$ cat src/rtl/keypad_scanner.sv
// 4x4 matrix keypad scanner: column rotation, frame classification, press/release debounce.
// Optional decimal digit-entry shift register enabled by defining KEYPAD_DIGIT_ENTRY_EN.
module keypad_scanner #(
  parameter int SCAN_DIV       = 100000,
  parameter int DEBOUNCE_SCANS = 8
) (
  input  logic       clk,
  input  logic       rst,
  input  logic [3:0] row,
  output logic [3:0] col,
  output logic [3:0] key_code,
  output logic       key_valid,
  output logic       key_held,
  output logic [3:0] digit0,
  output logic [3:0] digit1,
  output logic [3:0] digit2,
  output logic [3:0] digit3
);

  localparam int               DIV_W      = (SCAN_DIV > 1) ? $clog2(SCAN_DIV) : 1;
  localparam logic [DIV_W-1:0] DIV_LAST   = DIV_W'(SCAN_DIV - 1);
  localparam logic [7:0]       DEB_TARGET = 8'(DEBOUNCE_SCANS);

  typedef enum logic [1:0] {IDLE, DEBOUNCE, PRESSED, RELEASE} state_t;

  function automatic logic [3:0] key_map(input logic [1:0] r, input logic [1:0] c);
    logic [3:0] code;
    case ({r, c})
      4'h0: code = 4'h1;  4'h1: code = 4'h2;  4'h2: code = 4'h3;  4'h3: code = 4'hA;
      4'h4: code = 4'h4;  4'h5: code = 4'h5;  4'h6: code = 4'h6;  4'h7: code = 4'hB;
      4'h8: code = 4'h7;  4'h9: code = 4'h8;  4'hA: code = 4'h9;  4'hB: code = 4'hC;
      4'hC: code = 4'h0;  4'hD: code = 4'hF;  4'hE: code = 4'hE;  default: code = 4'hD;
    endcase
    return code;
  endfunction

  logic [3:0]       row_s1_q, row_s2_q;
  logic [DIV_W-1:0] div_q, div_d;
  logic [1:0]       col_idx_q, col_idx_d;
  logic [1:0]       frame_lows_q, frame_lows_d;
  logic [3:0]       frame_code_q, frame_code_d;
  state_t           state_q, state_d;
  logic [3:0]       cand_q, cand_d;
  logic [7:0]       count_q, count_d;
  logic [3:0]       key_code_q, key_code_d;
  logic             key_valid_q, key_valid_d;

  logic       sample_en, frame_end;
  logic [2:0] col_lows, lows_sum;
  logic [3:0] col_code, merged_code;
  logic [1:0] merged_lows;
  logic       res_none, res_single;
  logic [7:0] count_inc;

  // Scan timing and per-frame accumulation of low samples (saturating at 2 = MULTI)
  always_comb begin
    sample_en = (div_q == DIV_LAST);
    frame_end = sample_en && (col_idx_q == 2'd3);
    col_lows  = 3'd0;
    col_code  = 4'd0;
    for (int r = 0; r < 4; r++) begin
      if (!row_s2_q[r]) begin
        col_lows = col_lows + 3'd1;
        col_code = key_map(2'(r), col_idx_q);
      end
    end
    lows_sum    = {1'b0, frame_lows_q} + col_lows;
    merged_lows = (lows_sum >= 3'd2) ? 2'd2 : lows_sum[1:0];
    merged_code = (frame_lows_q == 2'd0) ? col_code : frame_code_q;
    res_none    = frame_end && (merged_lows == 2'd0);
    res_single  = frame_end && (merged_lows == 2'd1);

    div_d        = sample_en ? '0 : div_q + 1'b1;
    col_idx_d    = sample_en ? col_idx_q + 2'd1 : col_idx_q;
    frame_lows_d = frame_lows_q;
    frame_code_d = frame_code_q;
    if (sample_en) begin
      frame_lows_d = frame_end ? 2'd0 : merged_lows;
      frame_code_d = frame_end ? 4'd0 : merged_code;
    end
  end

  always_comb begin
    count_inc   = (count_q == 8'hFF) ? count_q : count_q + 8'd1;
    state_d     = state_q;
    cand_d      = cand_q;
    count_d     = count_q;
    key_code_d  = key_code_q;
    key_valid_d = 1'b0;
    case (state_q)
      IDLE: begin
        if (res_single) begin
          state_d = DEBOUNCE;
          cand_d  = merged_code;
          count_d = 8'd1;
        end
      end
      DEBOUNCE: begin
        if (res_single && (merged_code == cand_q)) begin
          count_d = count_inc;
          if (count_inc >= DEB_TARGET) begin
            state_d     = PRESSED;
            key_code_d  = cand_q;
            key_valid_d = 1'b1;
          end
        end else if (frame_end) begin
          state_d = IDLE;
        end
      end
      PRESSED: begin
        if (res_none) begin
          state_d = RELEASE;
          count_d = 8'd1;
        end
      end
      default: begin
        if (res_none) begin
          count_d = count_inc;
          if (count_inc >= DEB_TARGET) state_d = IDLE;
        end else if (frame_end) begin
          state_d = PRESSED;
        end
      end
    endcase
  end

  always_ff @(posedge clk or negedge rst) begin
    if (!rst) begin
      row_s1_q     <= 4'd0;
      row_s2_q     <= 4'd0;
      div_q        <= '0;
      col_idx_q    <= 2'd0;
      frame_lows_q <= 2'd0;
      frame_code_q <= 4'd0;
      state_q      <= IDLE;
      cand_q       <= 4'd0;
      count_q      <= 8'd0;
      key_code_q   <= 4'd0;
      key_valid_q  <= 1'b0;
    end else begin
      row_s1_q     <= row;
      row_s2_q     <= row_s1_q;
      div_q        <= div_d;
      col_idx_q    <= col_idx_d;
      frame_lows_q <= frame_lows_d;
      frame_code_q <= frame_code_d;
      state_q      <= state_d;
      cand_q       <= cand_d;
      count_q      <= count_d;
      key_code_q   <= key_code_d;
      key_valid_q  <= key_valid_d;
    end
  end

  always_comb begin
    case (col_idx_q)
      2'd0:    col = 4'b1110;
      2'd1:    col = 4'b1101;
      2'd2:    col = 4'b1011;
      default: col = 4'b0111;
    endcase
  end

  assign key_code  = key_code_q;
  assign key_valid = key_valid_q;
  assign key_held  = (state_q == PRESSED) || (state_q == RELEASE);

`ifdef KEYPAD_DIGIT_ENTRY_EN
  logic [3:0] digit_q [4];
  logic [3:0] digit_d [4];

  // Digits shift one cycle after the key_valid pulse; C clears, letters are ignored
  always_comb begin
    digit_d = digit_q;
    if (key_valid_q) begin
      if (key_code_q <= 4'd9) begin
        digit_d[3] = digit_q[2];
        digit_d[2] = digit_q[1];
        digit_d[1] = digit_q[0];
        digit_d[0] = key_code_q;
      end else if (key_code_q == 4'hC) begin
        for (int i = 0; i < 4; i++) digit_d[i] = 4'd0;
      end
    end
  end

  always_ff @(posedge clk or negedge rst) begin
    if (!rst) begin
      for (int i = 0; i < 4; i++) digit_q[i] <= 4'd0;
    end else begin
      digit_q <= digit_d;
    end
  end

  assign digit0 = digit_q[0];
  assign digit1 = digit_q[1];
  assign digit2 = digit_q[2];
  assign digit3 = digit_q[3];
`else
  assign digit0 = 4'd0;
  assign digit1 = 4'd0;
  assign digit2 = 4'd0;
  assign digit3 = 4'd0;
`endif

endmodule

$ cat config.mk
export PLATFORM = sky130hd
export DESIGN_NAME = keypad_scanner
export DESIGN_NICKNAME = d
export VERILOG_FILES = /design/src/rtl/keypad_scanner.sv
export SDC_FILE = /design/constraint.sdc
export NUM_CORES = 1
export LEC_CHECK = 0
export ABC_AREA = 1
export BUFFER_PORTS_ARGS = -buffer_cell sky130_fd_sc_hd__buf_2
export CAP_MARGIN = 20
export CORE_MARGIN = 4
export CORE_UTILIZATION = 45
export DETAILED_ROUTE_END_ITERATION = 16
export MAX_ROUTING_LAYER = met4
export SYNTH_ARGS = -nofsm -noshare
export SYNTH_HDL_FRONTEND = slang
export SYNTH_SLANG_ARGS = --single-unit
$ cat constraint.sdc
create_clock -name clk -period 6.84 [get_ports clk]
set_input_delay 1.026 -clock clk [delete_from_list [all_inputs] [get_ports clk]]
set_output_delay 1.026 -clock clk [all_outputs]
set_load 0.02 [all_outputs]
* Yosys cells after proc, flatten, opt, wreduce, memory -nomap -nowiden *
Index checks and enable logic that the tools add are counted.
W data, S select, Z words.

storage, ports and cells
  word-level logic and storage cells = 87
  bits of input ports = 6
  output and inout bits = 26
  register bits = 52

cells by class
  add/sub/neg operators = 7
  reductions and logical operators = 15
  order comparisons = 2
  equal/unequal tests = 16
  mux-type cells = 36

operators by type and width
  kind                     number
  $pmux W4 S4              3
  $mux W8                  5
  $mux W4                  6
  $pmux W4 S3              2
  $pmux W8 S3              1
  $mux W2                  10
  $add A17 B1 Y17 const B  1
  $eq A17 B17 Y1 const B   1
  $mux W17                 1
  $add A3 B1 Y3 const B    3
  $mux W3                  3
  $add A8 B1 Y8 const B    1
  $eq A2 B2 Y1 const B     4
  $eq A8 B8 Y1 const B     1
  $ge A8 B4 Y1 const B     1
  $logic_not A2 Y1         4
  $eq A2 B1 Y1 const B     3
  $ne A2 B2 Y1 const B     3
  $ne A3 B3 Y1 const B     2
  $pmux W2 S3              1
  $reduce_and A6 Y1        1
  $ne A5 B1 Y1 const B     1
  $eq A4 B4 Y1             1
  $logic_and A1 B1 Y1      4
  other kinds (10)         13

* Longest topological paths before layout *
  depth in word-level cells = 15
  depth in mapped cells = 21
  mapped depth without buffers = 21

* Least setup slack after synthesis *
Ideal clock, no wire load.

  path type = flip-flop to flip-flop
  start = register row_s2_q[1]
  end = register count_q[6]
  path buffers = 1
  data arrival time = 2.903 ns
  setup time = 0.117 ns
  required time = 6.723 ns
  clock period less this slack = 3.020 ns
  setup slack = 3.820 ns
  stages on the path, launching flop included = 20
  cells stage by stage = dfrtp_1 -> inv_1 -> ha_1 -> xnor2_1 -> ha_1 -> nand2_1 -> nand2_1 -> fa_1 -> nand3b_1 -> nand3_1 -> nand3_2 -> nor2_4 -> nand2_4 -> nor2_4 -> nand3_4 -> nand2_2 -> nand2_4 -> buf_6 -> nand2_2 -> o21ai_2

between the ends
  longest elaborated chain between the ends = 13
  elaborated cells on any way between the ends = 23
  those cells by class = add/sub (3); order compare (1); eq/ne (5); mux (8); reduce/logical (6)

RTL lines
  item                             RTL line  source
  start: declaration               37        logic [3:0] row_s1_q, row_s2_q;
  start signal: assignment         142       row_s2_q <= row_s1_q;
  $mux W3                          62        if (!row_s2_q[r]) begin
  $add A3 B1 Y3                    63        col_lows = col_lows + 3'd1;
  $mux W3                          62
  $add A3 B1 Y3                    63
  $mux W3                          62
  $add A2 B3 Y3                    67        lows_sum = {1'b0, frame_lows_q} + col_lows;
  $ge A3 B2 Y1                     68        merged_lows = (lows_sum >= 3'd2) ? 2'd2 : lows_sum[1:0];
  $mux W2                          68
  $eq A2 B1 Y1                     71        res_single = frame_end && (merged_lows == 2'd1);
  $logic_and A1 B1 Y1              71
  $logic_and A1 B1 Y1              99        if (res_single && (merged_code == cand_q)) begin
  $ne A2 B2 Y1 (no line)           -
  $reduce_and A4 Y1 (no line) (*)  -
  end signal: assignment           149       count_q <= count_d;
  end: declaration                 44        logic [7:0] count_q, count_d;

Every way passes the cells marked *; elsewhere a longest branch is shown, timed or not.
A chain may end at the register's enable or synchronous reset.

* Worst setup path after layout *
  start = register row_s2_q[1]
  end = register count_q[0]

Same word-level chain as after synthesis.

==> results.json <==
{
  "io_pins": 32,
  "slew_violations": 0,
  "cts_tree": "built",
  "antenna-diode-count": 0,
  "cts_max_level": 2,
  "clk-insertion-delay-late_ns": 0.31,
  "swShare_pct": 24.3,
  "ir_drop_mv": 0.0759,
  "grt_pass1_vias": 2312,
  "worst_pin_slew_ns": 0.659,
  "timing.slew.headroom_pct": 56.1,
  "seq_power_share_pct": 55.2,
  "design.core.area_um2": 6760,
  "power_density_nw_per_um2": 170,
  "worst-endpoint-required_ns": 7.04,
  "io_buffers": 15,
  "grt_pass1_wl_um": 9980,
  "pwr-share-comb_pct": 7.2,
  "synth_seq_cells": 52,
  "finalSetupTns_ns": 0,
  "grt_setup_unrepaired": "no",
  "crit_type": "flip-flop to flip-flop",
  "fin_worst_skew_ns": 0.00838,
  "yosysSeqAreaShare_pct": 41.7,
  "totalWireLength_um": 5580,
  "worstPathArrival_ns": 3.42,
  "power_frac_clock_pct": 37.6,
  "hold_buffers": 0,
  "dieWidth_um": 91.3,
  "track_usage_pct": 14.8,
  "start_util_pct": 46.2,
  "clk_pin_slew_ns": 0.09,
  "syn_inst": 391,
  "setup_viol": 0,
  "cts_sinks": 52,
  "ant_nets": 0,
  "p_int_uw": 428,
  "cts_setup_buffers": 0,
  "grt_max_degree": 53,
  "cts_resized": 0,
  "ys_warn_count": 0,
  "crit_path_end_kind": "flip-flop",
  "holdCritPathClass": "flip-flop to flip-flop",
  "startpoint_type": "flip-flop",
  "first_iter_violations": 95,
  "antenna_found_initial": 0,
  "fp.dieH_um": 91.3,
  "whs_ns": 0.358,
  "critPathMaxFanout": 16,
  "cts_root_buffer": "clkbuf_8",
  "nets": 433,
  "cts_inserted_buffers": 5,
  "regArea_um2": 1300,
  "layout-drive-gt1-share_pct": 14.6,
  "synth_area_per_cell_um2": 7.98,
  "wl_per_cell_um": 11.3,
  "hpwl_um": 4230,
  "cts_buffer_depth": 2,
  "synth.cell_area_um2": 3120,
  "num_rows": 30,
  "synthToLayoutAreaGrowth_pct": 6.86,
  "vias_per_cell": 4.84,
  "multi_input_area_um2": 1530,
  "drc": 0,
  "fmax_mhz": 311,
  "switchingPower_uw": 137,
  "period_needed_ns": 3.22,
  "dieArea_um2": 8330,
  "maxCapViolations": 0,
  "hold_viol_final": 0,
  "p_leak_uw": 0.00174,
  "yosysUniqueCellTypes": 37,
  "grt_overflow": 0,
  "vias": 2381,
  "firstDrtPassIters": 4,
  "period_share_pct": 47.0,
  "gp_congestion": 0.849,
  "fillerInstances": 659,
  "outcome": "finished clean"
}
==> layout make-up <==
class                           count  area share, %
Multi-Input combinational cell    280           45.8
Tap cell                           80           3.00
Clock buffer                        5           2.06
Inverter                           56           6.31
Sequential cell                    52           39.0
Timing Repair Buffer               16           2.48
Clock inverter                      3           1.28
==> power by group through the flow <==
stage	clock network [µW]	logic, µW	registers, µW
6_report	213	40.5	312
4_1_cts	219	41.1	312
2_1_floorplan	0	36.7	317
3_3_place_gp	0	41.0	318
5_1_grt	231	46.9	312
3_5_place_dp	0	40.9	318
==> logic make-up after synthesis <==
logic type                 after synthesis  share of synthesized area (%)
adders and majority gates               16                           6.66
AOI/OAI and AO/OA                       48                           9.39
other                                    1                          0.120
xor gates and xnor gates                 8                           2.25
and+or+nand+nor                        192                           28.8
DFF                                     52                           41.7
buffers and inverters                   74                           11.1
==> placed cells by master, fill, tap and decap left out, drive strengths merged <==
cell type	n
nand4	2
o32ai	1
o21ai	26
nor3	3
nor2	41
o22ai	4
buf	16
nand2	108
nand3b	1
clkinv	1
conb	16
a21o	1
clkbuf	5
a31oi	1
fa	1
xor2	7
clkinvlp	1
ha	15
xnor2	1
a211oi	1
bufinv	1
or2	7
dfrtp	52
a21oi	11
inv	56
nand3	30
o211ai	3
==> critical path, stage by stage, from the launching register on <==
cell,delay (ns)
dfrtp_1,0.42
inv_1,0.14
ha_1,0.27
xnor2_1,0.24
ha_1,0.27
nand2_1,0.06
nand2_1,0.07
fa_1,0.40
nand3b_1,0.18
nand3_1,0.10
nand3_2,0.13
nor2_4,0.13
nand2_4,0.06
nor2_4,0.11
nand3_4,0.10
nand2_2,0.10
nand2_4,0.14
nand2_1,0.11
o21ai_2,0.05
==> synthesized netlist by cell type (all sizes together) <==
cell type	instances	area (µm²)
ha	15	188
a31oi	1	6.26
fa	1	20.0
inv	56	210
nand3b	1	7.51
a21oi	11	55.1
nor2	41	205
nand4	2	12.5
nor3	3	20.0
nand3	30	180
a21o	1	7.51
conb	1	3.75
buf	18	136
dfrtp	52	1300
xor2	7	61.3
o21ai	26	160
nand2	108	428
xnor2	1	8.76
o22ai	4	25.0
a211oi	1	7.51
o32ai	1	8.76
o211ai	3	22.5
or2	7	43.8
==> state kept, by name, summed over array words and instances, names as in the netlist <==
signal,flops
div_q,17
cand_q,4
row_s1_q,4
frame_lows_q,2
frame_code_q,4
count_q,8
key_code,4
row_s2_q,4
col_idx_q,2
key_valid,1
state_q,2
==> per-layer routing <==
| metal | vias up | track usage (%) | routed length (µm) |
|---|---|---|---|
| met5 | - | - | 0 |
| met3 | 5 | 2.98 | 149 |
| met4 | 0 | 4.15 | 72 |
| met2 | 26 | 24.3 | 2640 |
| li1 | 1239 | - | - |
| met1 | 1111 | 18.6 | 2710 |
==> metrics by stage <==
step / cell area, µm² / util [%] / setup slack, ns / power [µW] / cells
finish: 3330 / 49.3 / 3.62 / 565 / 492
global route: 3330 / 49.3 / 3.39 / 590 / 492
CTS: 3330 / 49.3 / 3.61 / 572 / 492
detailed placement: 3220 / 47.7 / 3.63 / 359 / 484
global placement: 3220 / 47.7 / 3.73 / 359 / 484
floorplan: 3180 / - / 3.82 / 353 / 406
==> worst paths after layout <==
kind                                          end  slack, ns  cells past startpoint                  start
setup / recovery           count_q[0]$_DFFE_PN0P_       3.62                     18  row_s2_q[1]$_DFF_PN0_
hold / removal              row_s2_q[1]$_DFF_PN0_       0.36                      0  row_s1_q[1]$_DFF_PN0_
setup reg to reg           count_q[0]$_DFFE_PN0P_       3.62                     18  row_s2_q[1]$_DFF_PN0_
hold reg to reg             row_s2_q[1]$_DFF_PN0_       0.36                      0  row_s1_q[1]$_DFF_PN0_
max in group asynchronous  state_q[0]$_DFFE_PN0P_       5.58                      2                    rst
min in group asynchronous      div_q[4]$_DFF_PN0_       0.82                      2                    rst
(Power assumes the default switching activity.)
